<file path="src/rtl/m68k_region_decoder_if.sv">
// Bus and configuration signals between a 68000 CPU model (master) and the
// region decoder (slave).
interface m68k_region_decoder_if #(
  parameter int N_REGIONS = 32,
  parameter int ADDR_W    = 20,
  parameter int WAIT_W    = 4
);
  localparam int IDX_W = (N_REGIONS > 1) ? $clog2(N_REGIONS) : 1;

  logic [23:0]          a;
  logic                 as_n;
  logic                 rw;
  logic                 cfg_we;
  logic [IDX_W-1:0]     cfg_idx;
  logic                 cfg_en;
  logic [ADDR_W-1:0]    cfg_base;
  logic [ADDR_W-1:0]    cfg_mask;
  logic [WAIT_W-1:0]    cfg_wait;
  logic [1:0]           cfg_rwq;
  logic [N_REGIONS-1:0] cs;
  logic                 dtack_n;
  logic                 berr_n;
  logic                 busy;

  modport master (
    output a, as_n, rw, cfg_we, cfg_idx, cfg_en, cfg_base, cfg_mask, cfg_wait, cfg_rwq,
    input  cs, dtack_n, berr_n, busy
  );

  modport slave (
    input  a, as_n, rw, cfg_we, cfg_idx, cfg_en, cfg_base, cfg_mask, cfg_wait, cfg_rwq,
    output cs, dtack_n, berr_n, busy
  );
endinterface

</file>
<file path="src/rtl/m68k_region_decoder.sv">
// Runtime-programmable 68000 region decoder: registered one-hot chip select,
// per-region wait states, optional unmapped-access bus error (DECODER_BERR_EN).
module m68k_region_decoder #(
  parameter int N_REGIONS = 32,
  parameter int ADDR_W    = 20,
  parameter int WAIT_W    = 4,
  parameter int TIMEOUT   = 64
) (
  input logic clk,
  input logic reset,
  m68k_region_decoder_if.slave bus
);
  localparam int IDX_W = (N_REGIONS > 1) ? $clog2(N_REGIONS) : 1;

  typedef enum logic [2:0] {ST_IDLE, ST_WAIT, ST_ACK, ST_UNMAP, ST_ERR} state_t;

  state_t               state_reg;
  logic [N_REGIONS-1:0] en_reg;
  logic [ADDR_W-1:0]    base_reg [N_REGIONS];
  logic [ADDR_W-1:0]    mask_reg [N_REGIONS];
  logic [WAIT_W-1:0]    wait_reg [N_REGIONS];
  logic [1:0]           rwq_reg  [N_REGIONS];

  logic [N_REGIONS-1:0] hit_vec;
  logic [N_REGIONS-1:0] cs_next;
  logic [WAIT_W-1:0]    wait_next;
  logic                 any_hit;

  logic [N_REGIONS-1:0] cs_reg;
  logic [WAIT_W-1:0]    wait_cnt_reg;
  logic                 dtack_n_reg;

  logic [ADDR_W-1:0]    a_dec;
  logic                 unused_a;

  assign a_dec    = bus.a[ADDR_W-1:0];
  assign unused_a = ^bus.a;

  // Only in-range indices ever match, so out-of-range writes fall through.
  always_ff @(posedge clk or posedge reset) begin
    if (reset) begin
      en_reg <= '0;
    end else if (bus.cfg_we) begin
      for (int i = 0; i < N_REGIONS; i++) begin
        if (bus.cfg_idx == IDX_W'(i)) en_reg[i] <= bus.cfg_en;
      end
    end
  end

  always_ff @(posedge clk) begin
    if (bus.cfg_we) begin
      for (int i = 0; i < N_REGIONS; i++) begin
        if (bus.cfg_idx == IDX_W'(i)) begin
          base_reg[i] <= bus.cfg_base;
          mask_reg[i] <= bus.cfg_mask;
          wait_reg[i] <= bus.cfg_wait;
          rwq_reg[i]  <= bus.cfg_rwq;
        end
      end
    end
  end

  for (genvar gi = 0; gi < N_REGIONS; gi++) begin : g_hit
    logic rwq_ok;
    assign rwq_ok = (rwq_reg[gi] == 2'b00)
                  | ((rwq_reg[gi] == 2'b01) & bus.rw)
                  | ((rwq_reg[gi] == 2'b10) & ~bus.rw);
    assign hit_vec[gi] = en_reg[gi] & rwq_ok
                       & ((a_dec & mask_reg[gi]) == (base_reg[gi] & mask_reg[gi]));
  end

  // Scan downward so the lowest-index hit is the one that sticks.
  always_comb begin
    cs_next   = '0;
    wait_next = '0;
    for (int i = N_REGIONS - 1; i >= 0; i--) begin
      if (hit_vec[i]) begin
        cs_next    = '0;
        cs_next[i] = 1'b1;
        wait_next  = wait_reg[i];
      end
    end
  end

  assign any_hit = |hit_vec;

`ifdef DECODER_BERR_EN
  localparam int TCNT_W = $clog2(TIMEOUT + 1);
  logic [TCNT_W-1:0] tcnt_reg;
  logic              berr_n_reg;
`endif

  always_ff @(posedge clk or posedge reset) begin
    if (reset) begin
      state_reg    <= ST_IDLE;
      cs_reg       <= '0;
      wait_cnt_reg <= '0;
      dtack_n_reg  <= 1'b1;
`ifdef DECODER_BERR_EN
      tcnt_reg     <= '0;
      berr_n_reg   <= 1'b1;
`endif
    end else if (state_reg != ST_IDLE && bus.as_n) begin
      // Strobe released: completes a normal cycle or aborts a pending one.
      state_reg   <= ST_IDLE;
      cs_reg      <= '0;
      dtack_n_reg <= 1'b1;
`ifdef DECODER_BERR_EN
      berr_n_reg  <= 1'b1;
`endif
    end else begin
      case (state_reg)
        ST_IDLE: begin
          if (!bus.as_n) begin
            cs_reg       <= cs_next;
            wait_cnt_reg <= wait_next;
            state_reg    <= any_hit ? ST_WAIT : ST_UNMAP;
`ifdef DECODER_BERR_EN
            tcnt_reg     <= '0;
`endif
          end
        end
        ST_WAIT: begin
          if (wait_cnt_reg == '0) begin
            state_reg   <= ST_ACK;
            dtack_n_reg <= 1'b0;
          end else begin
            wait_cnt_reg <= wait_cnt_reg - 1'b1;
          end
        end
        ST_UNMAP: begin
`ifdef DECODER_BERR_EN
          if (tcnt_reg == TCNT_W'(TIMEOUT - 1)) begin
            state_reg  <= ST_ERR;
            berr_n_reg <= 1'b0;
          end else begin
            tcnt_reg <= tcnt_reg + 1'b1;
          end
`else
          state_reg   <= ST_ACK;
          dtack_n_reg <= 1'b0;
`endif
        end
        default: begin
          state_reg <= state_reg;
        end
      endcase
    end
  end

  assign bus.cs      = cs_reg;
  assign bus.dtack_n = dtack_n_reg;
  assign bus.busy    = (state_reg != ST_IDLE);
`ifdef DECODER_BERR_EN
  assign bus.berr_n  = berr_n_reg;
`else
  assign bus.berr_n  = 1'b1;
`endif

endmodule

</file>
<file path="src/flat_wrapper.sv">
// flat-port wrapper written by rule: the top's interface ports become plain ports
module m68k_region_decoder_flat 
#(
  parameter int N_REGIONS = 32,
  parameter int ADDR_W    = 20,
  parameter int WAIT_W    = 4,
  parameter int TIMEOUT   = 64
)
  (clk, reset, bus_a, bus_as_n, bus_rw, bus_cfg_we, bus_cfg_idx, bus_cfg_en, bus_cfg_base, bus_cfg_mask, bus_cfg_wait, bus_cfg_rwq, bus_cs, bus_dtack_n, bus_berr_n, bus_busy);
  m68k_region_decoder_if #(.N_REGIONS(N_REGIONS), .ADDR_W(ADDR_W), .WAIT_W(WAIT_W)) bus_i ();
  input logic clk;
  input logic reset;
  input wire logic [$bits(bus_i.a)-1:0] bus_a;
  input wire logic [$bits(bus_i.as_n)-1:0] bus_as_n;
  input wire logic [$bits(bus_i.rw)-1:0] bus_rw;
  input wire logic [$bits(bus_i.cfg_we)-1:0] bus_cfg_we;
  input wire logic [$bits(bus_i.cfg_idx)-1:0] bus_cfg_idx;
  input wire logic [$bits(bus_i.cfg_en)-1:0] bus_cfg_en;
  input wire logic [$bits(bus_i.cfg_base)-1:0] bus_cfg_base;
  input wire logic [$bits(bus_i.cfg_mask)-1:0] bus_cfg_mask;
  input wire logic [$bits(bus_i.cfg_wait)-1:0] bus_cfg_wait;
  input wire logic [$bits(bus_i.cfg_rwq)-1:0] bus_cfg_rwq;
  output wire logic [$bits(bus_i.cs)-1:0] bus_cs;
  output wire logic [$bits(bus_i.dtack_n)-1:0] bus_dtack_n;
  output wire logic [$bits(bus_i.berr_n)-1:0] bus_berr_n;
  output wire logic [$bits(bus_i.busy)-1:0] bus_busy;
  assign bus_i.a = bus_a;
  assign bus_i.as_n = bus_as_n;
  assign bus_i.rw = bus_rw;
  assign bus_i.cfg_we = bus_cfg_we;
  assign bus_i.cfg_idx = bus_cfg_idx;
  assign bus_i.cfg_en = bus_cfg_en;
  assign bus_i.cfg_base = bus_cfg_base;
  assign bus_i.cfg_mask = bus_cfg_mask;
  assign bus_i.cfg_wait = bus_cfg_wait;
  assign bus_i.cfg_rwq = bus_cfg_rwq;
  assign bus_cs = bus_i.cs;
  assign bus_dtack_n = bus_i.dtack_n;
  assign bus_berr_n = bus_i.berr_n;
  assign bus_busy = bus_i.busy;
  m68k_region_decoder #(.N_REGIONS(N_REGIONS), .ADDR_W(ADDR_W), .WAIT_W(WAIT_W), .TIMEOUT(TIMEOUT)) u_core (.clk(clk), .reset(reset), .bus(bus_i));
endmodule
</file>
<file path="config.mk">
export PLATFORM = sky130hd
export DESIGN_NAME = m68k_region_decoder_flat
export DESIGN_NICKNAME = d
export VERILOG_FILES = /design/src/rtl/m68k_region_decoder_if.sv /design/src/rtl/m68k_region_decoder.sv /design/src/flat_wrapper.sv
export SDC_FILE = /design/constraint.sdc
export NUM_CORES = 2
export LEC_CHECK = 0
export ABC_AREA = 1
export CORE_MARGIN = 2
export CORE_UTILIZATION = 62
export DETAILED_ROUTE_END_ITERATION = 6
export GPL_ROUTABILITY_DRIVEN = 0
export PLACE_DENSITY = 0.77
export SLEW_MARGIN = 20
export SYNTH_ARGS = -nofsm -noshare
export SYNTH_HDL_FRONTEND = slang
export SYNTH_SLANG_ARGS = --single-unit
</file>
<file path="constraint.sdc">
create_clock -name clk -period 3 [get_ports clk]
set_input_delay 0.3 -clock clk [delete_from_list [all_inputs] [get_ports clk]]
set_output_delay 0.3 -clock clk [all_outputs]
set_load 0.01 [all_outputs]
</file>
==> results by group <==
Run status
  – Status: finished with violations
  – Failing checks: negative setup slack

Yosys
  – Post-synthesis sequential area ratio: 74.8%
  – Async SR Flop Fraction: 4.60%
  – Synth area leaders: edfxtp_1, nand2_1, nand3_1
  – Avg Cell Area, Syn: 13.2 um^2
  – Synthesized Nets: 4,757
  – Synth Warn #: 0
  – Syn Inst Count: 4,670
  – Synthesized area: 61,500 um^2
  – Most used flip-flop cell after synthesis: edfxtp_1
  – Post-synth top area share: 71.9%
  – Biggest area consumer among synthesized cells: edfxtp_1
  – Number of synthesized flops with an enable pin: 1,472
  – Yosys reg bits: 1,543
  – Post-synth cell types: 66

Critical path
  – Worst EP required: 3.65 ns
  – Crit-path slowest cell: edfxtp_1
  – WP buf/inv: 4
  – CP delay by family, top: simple AND/OR/NAND/NOR gates
  – Crit path kind: register to register
  – Crit. End Element: register
  – Max incr delay on CP: 0.38 ns
  – Critical path's most frequent cell: nand2_1
  – Worst-path fanout max: 2
  – Worst EP arrival: 3.83 ns
  – Startpoint Class: register

Die
  – Initial Util: 62.5%
  – Core area: 98,400 um^2
  – Full die area: 102,000 um^2
  – # IOs: 116
  – Die height: 319 um
  – Die width: 319 um
  – Row cnt: 115

Place
  – Hpwl dp: 107,000 um
  – Post-place setup slack: -0.840 ns
  – I/O Buffers: 110
  – Placed cell count: 6,409

Timing
  – Max_slew headroom: 58.3%
  – Max Fclk: 314 MHz
  – Final Hold Viols: 0
  – Worst Skew: 0.0309 ns
  – Worst-Margin Slew: 0.620 ns
  – RSZ-0062 raised after global routing: yes
  – Final period util: 106%
  – Final setup violation count: 4
  – Fin worst setup slack: -0.180 ns
  – Tmin final: 3.18 ns
  – Slew Viols, Final: 0

Final layout
  – Ant diodes: 0
  – Layout Nets: 5,378
  – Final std cells w/o fill: 6,703
  – Share of cells above drive strength 1: 19.6%
  – Area Overhead vs Synth: 19.4%

Global route
  – Antenna violations before repair: 4
  – Total track usage: 33.5%
  – Vias in the first global route: 41,022
  – Grt total ovfl: 0
  – First-pass GRT wire length: 250,000 um
  – Largest net degree at the start of global routing: 49

Clock network
  – Clock sinks: 1,543
  – TritonCTS clock tree: yes
  – CTS root buf: clkbuf_16
  – Total CTS buffers: 152
  – Clock latency on the worst-skew pair: 0.77 ns
  – Clock Path Buffers: 3
  – H-Tree Level Count: 4
  – Reg clk slew, reported paths: 0.06 ns

Job
  – Max_cap viols: 0

Power and ir drop
  – Power Density: 621 nW/um^2
  – Overall power: 45.6 mW
  – Maximum VDD drop: 0.615 mV
  – Leakage: 26.9 nW

Drt
  – DRT Pass-1 Iters: 6
  – DR iter-0 viols: 6,037
  – Via count: 41,230
  – Routed len/inst: 25.5 um
  – Number of routed nets with antenna violations: 0
  – Final WL: 171,000 um
  – Post-route DRC: 0
  – Vias per cell: 6.15

Min path
  – Worst Hold Class: input port to register
## timing repair
action                                 in CTS  in global routing
pin swaps                                  22                 85
gates resized for setup                    98                141
hold buffers                                1                  0
setup endpoints to repair                   9                 10
endpoints found under the hold margin      26                  0
setup buffers                               4                 13
## metrics by stage
stage                     util, %  hold WS [ns]  area (um^2)  TNS [ns]
final                        74.6         0.296        73400    -0.546
after global routing         74.6         0.328        73400     -1.74
after CTS                    74.0         0.265        72800    -0.318
after detailed placement     68.7         0.473        67600    -15.65
after global placement       68.7         0.470        67600    -15.10
after floorplan                 -         0.399        61500   -142.67
## worst min-delay path: stages
cell	delay (ns)
clkdlybuf4s50_1	0.53
nand2_1	0.11
o21ai_0	0.07
## routing by layer
layer	vias up	part of all wire, %	GRT usage, %	routed length [um]
met3	490	10	7.03	17800
met5	-	0	0	0
met2	2546	48	54.2	81500
met1	20166	36	42.6	61200
li1	18028	-	-	-
met4	0	6.2	19.2	10500
## layout by cell type, fill, tap and decap left out, types with 70 or more instances in the layout
cell type / instances
nand3_1: 338
nor2_1: 319
inv_1: 251
o21ai_0: 282
clkdlybuf4s50_1: 90
or2_2: 82
clkbuf_16: 154
a21oi_1: 234
dfrtp_1: 70
edfxtp_1: 1472
buf_4: 421
nand2_1: 784
## path summary, 6_finish.rpt
check / cells past startpoint / endpoint / slack, ns / from
setup / recovery: 35 / u_core.wait_cnt_reg[3]$_DFFE_PP0P_ / -0.18 / u_core.base_reg[1][233]$_DFFE_PP_
hold / removal: 3 / u_core.en_reg[19]$_DFFE_PP0P_ / 0.30 / bus_cfg_en
setup reg to reg: 35 / u_core.wait_cnt_reg[3]$_DFFE_PP0P_ / -0.18 / u_core.base_reg[1][233]$_DFFE_PP_
hold reg to reg: 2 / u_core.bus.dtack_n$_DFFE_PP1P_ / 0.48 / u_core.bus.dtack_n$_DFFE_PP1P_
max in group asynchronous: 4 / u_core.bus.dtack_n$_DFFE_PP1P_ / 1.87 / reset
min in group asynchronous: 3 / u_core.bus.cs[2]$_DFFE_PP0P_ / 0.46 / reset
## Yosys cell counts (5+ instances only)
master and count:
nor4_1 28, o2111ai_1 10, buf_2 48, a21o_1 10, a32o_1 8, a211oi_1 11, or2_2 89, a31oi_1 17
buf_4 32, dfrtp_1 70, inv_1 254, clkinv_1 5, a21oi_1 238, nor2_2 14, nand3_2 8, and2_1 7
buf_6 52, o21ai_1 41, nand4_1 38, nand2_2 7, nand3_1 383, clkbuf_1 12, nand2_1 821, ha_1 6
or2_0 10, inv_2 24, nand3b_1 67, or2_1 27, nor3_1 10, nor2_1 384, o21a_1 41, a221oi_1 5
o21ai_0 300, edfxtp_1 1472, xor2_1 61
## power breakdown
group	switching, mW	leakage, nW	internal, mW	total, mW
Clock	8.06	2.31	10.3	18.3
Sequential	0.189	14.2	24.0	24.2
Combinational	2.04	10.4	1.05	3.09
Total	10.3	26.9	35.3	45.6
## area by class of cell
type | count | area, um^2
fill | 5777 | 25000
sequential | 1543 | 46000
timing repair buffer | 611 | 5570
multi-input combinational | 2700 | 14400
clock buffer | 211 | 4150
inverter | 283 | 1070
tap | 1287 | 1610
clock inverter | 68 | 607
## cells by family after synthesis
group	after synthesis	synth area share, %
AND/OR/NAND/NOR	1914	14.1
adder cells (fa/ha/maj)	6	0.122
flip-flops	1543	74.8
other	1	0.00610
AO/OA/AOI/OAI	717	6.56
XOR/XNOR	62	0.883
buffers and inverters	427	3.53
No activity file was read; power rests on OpenSTA's default activity.
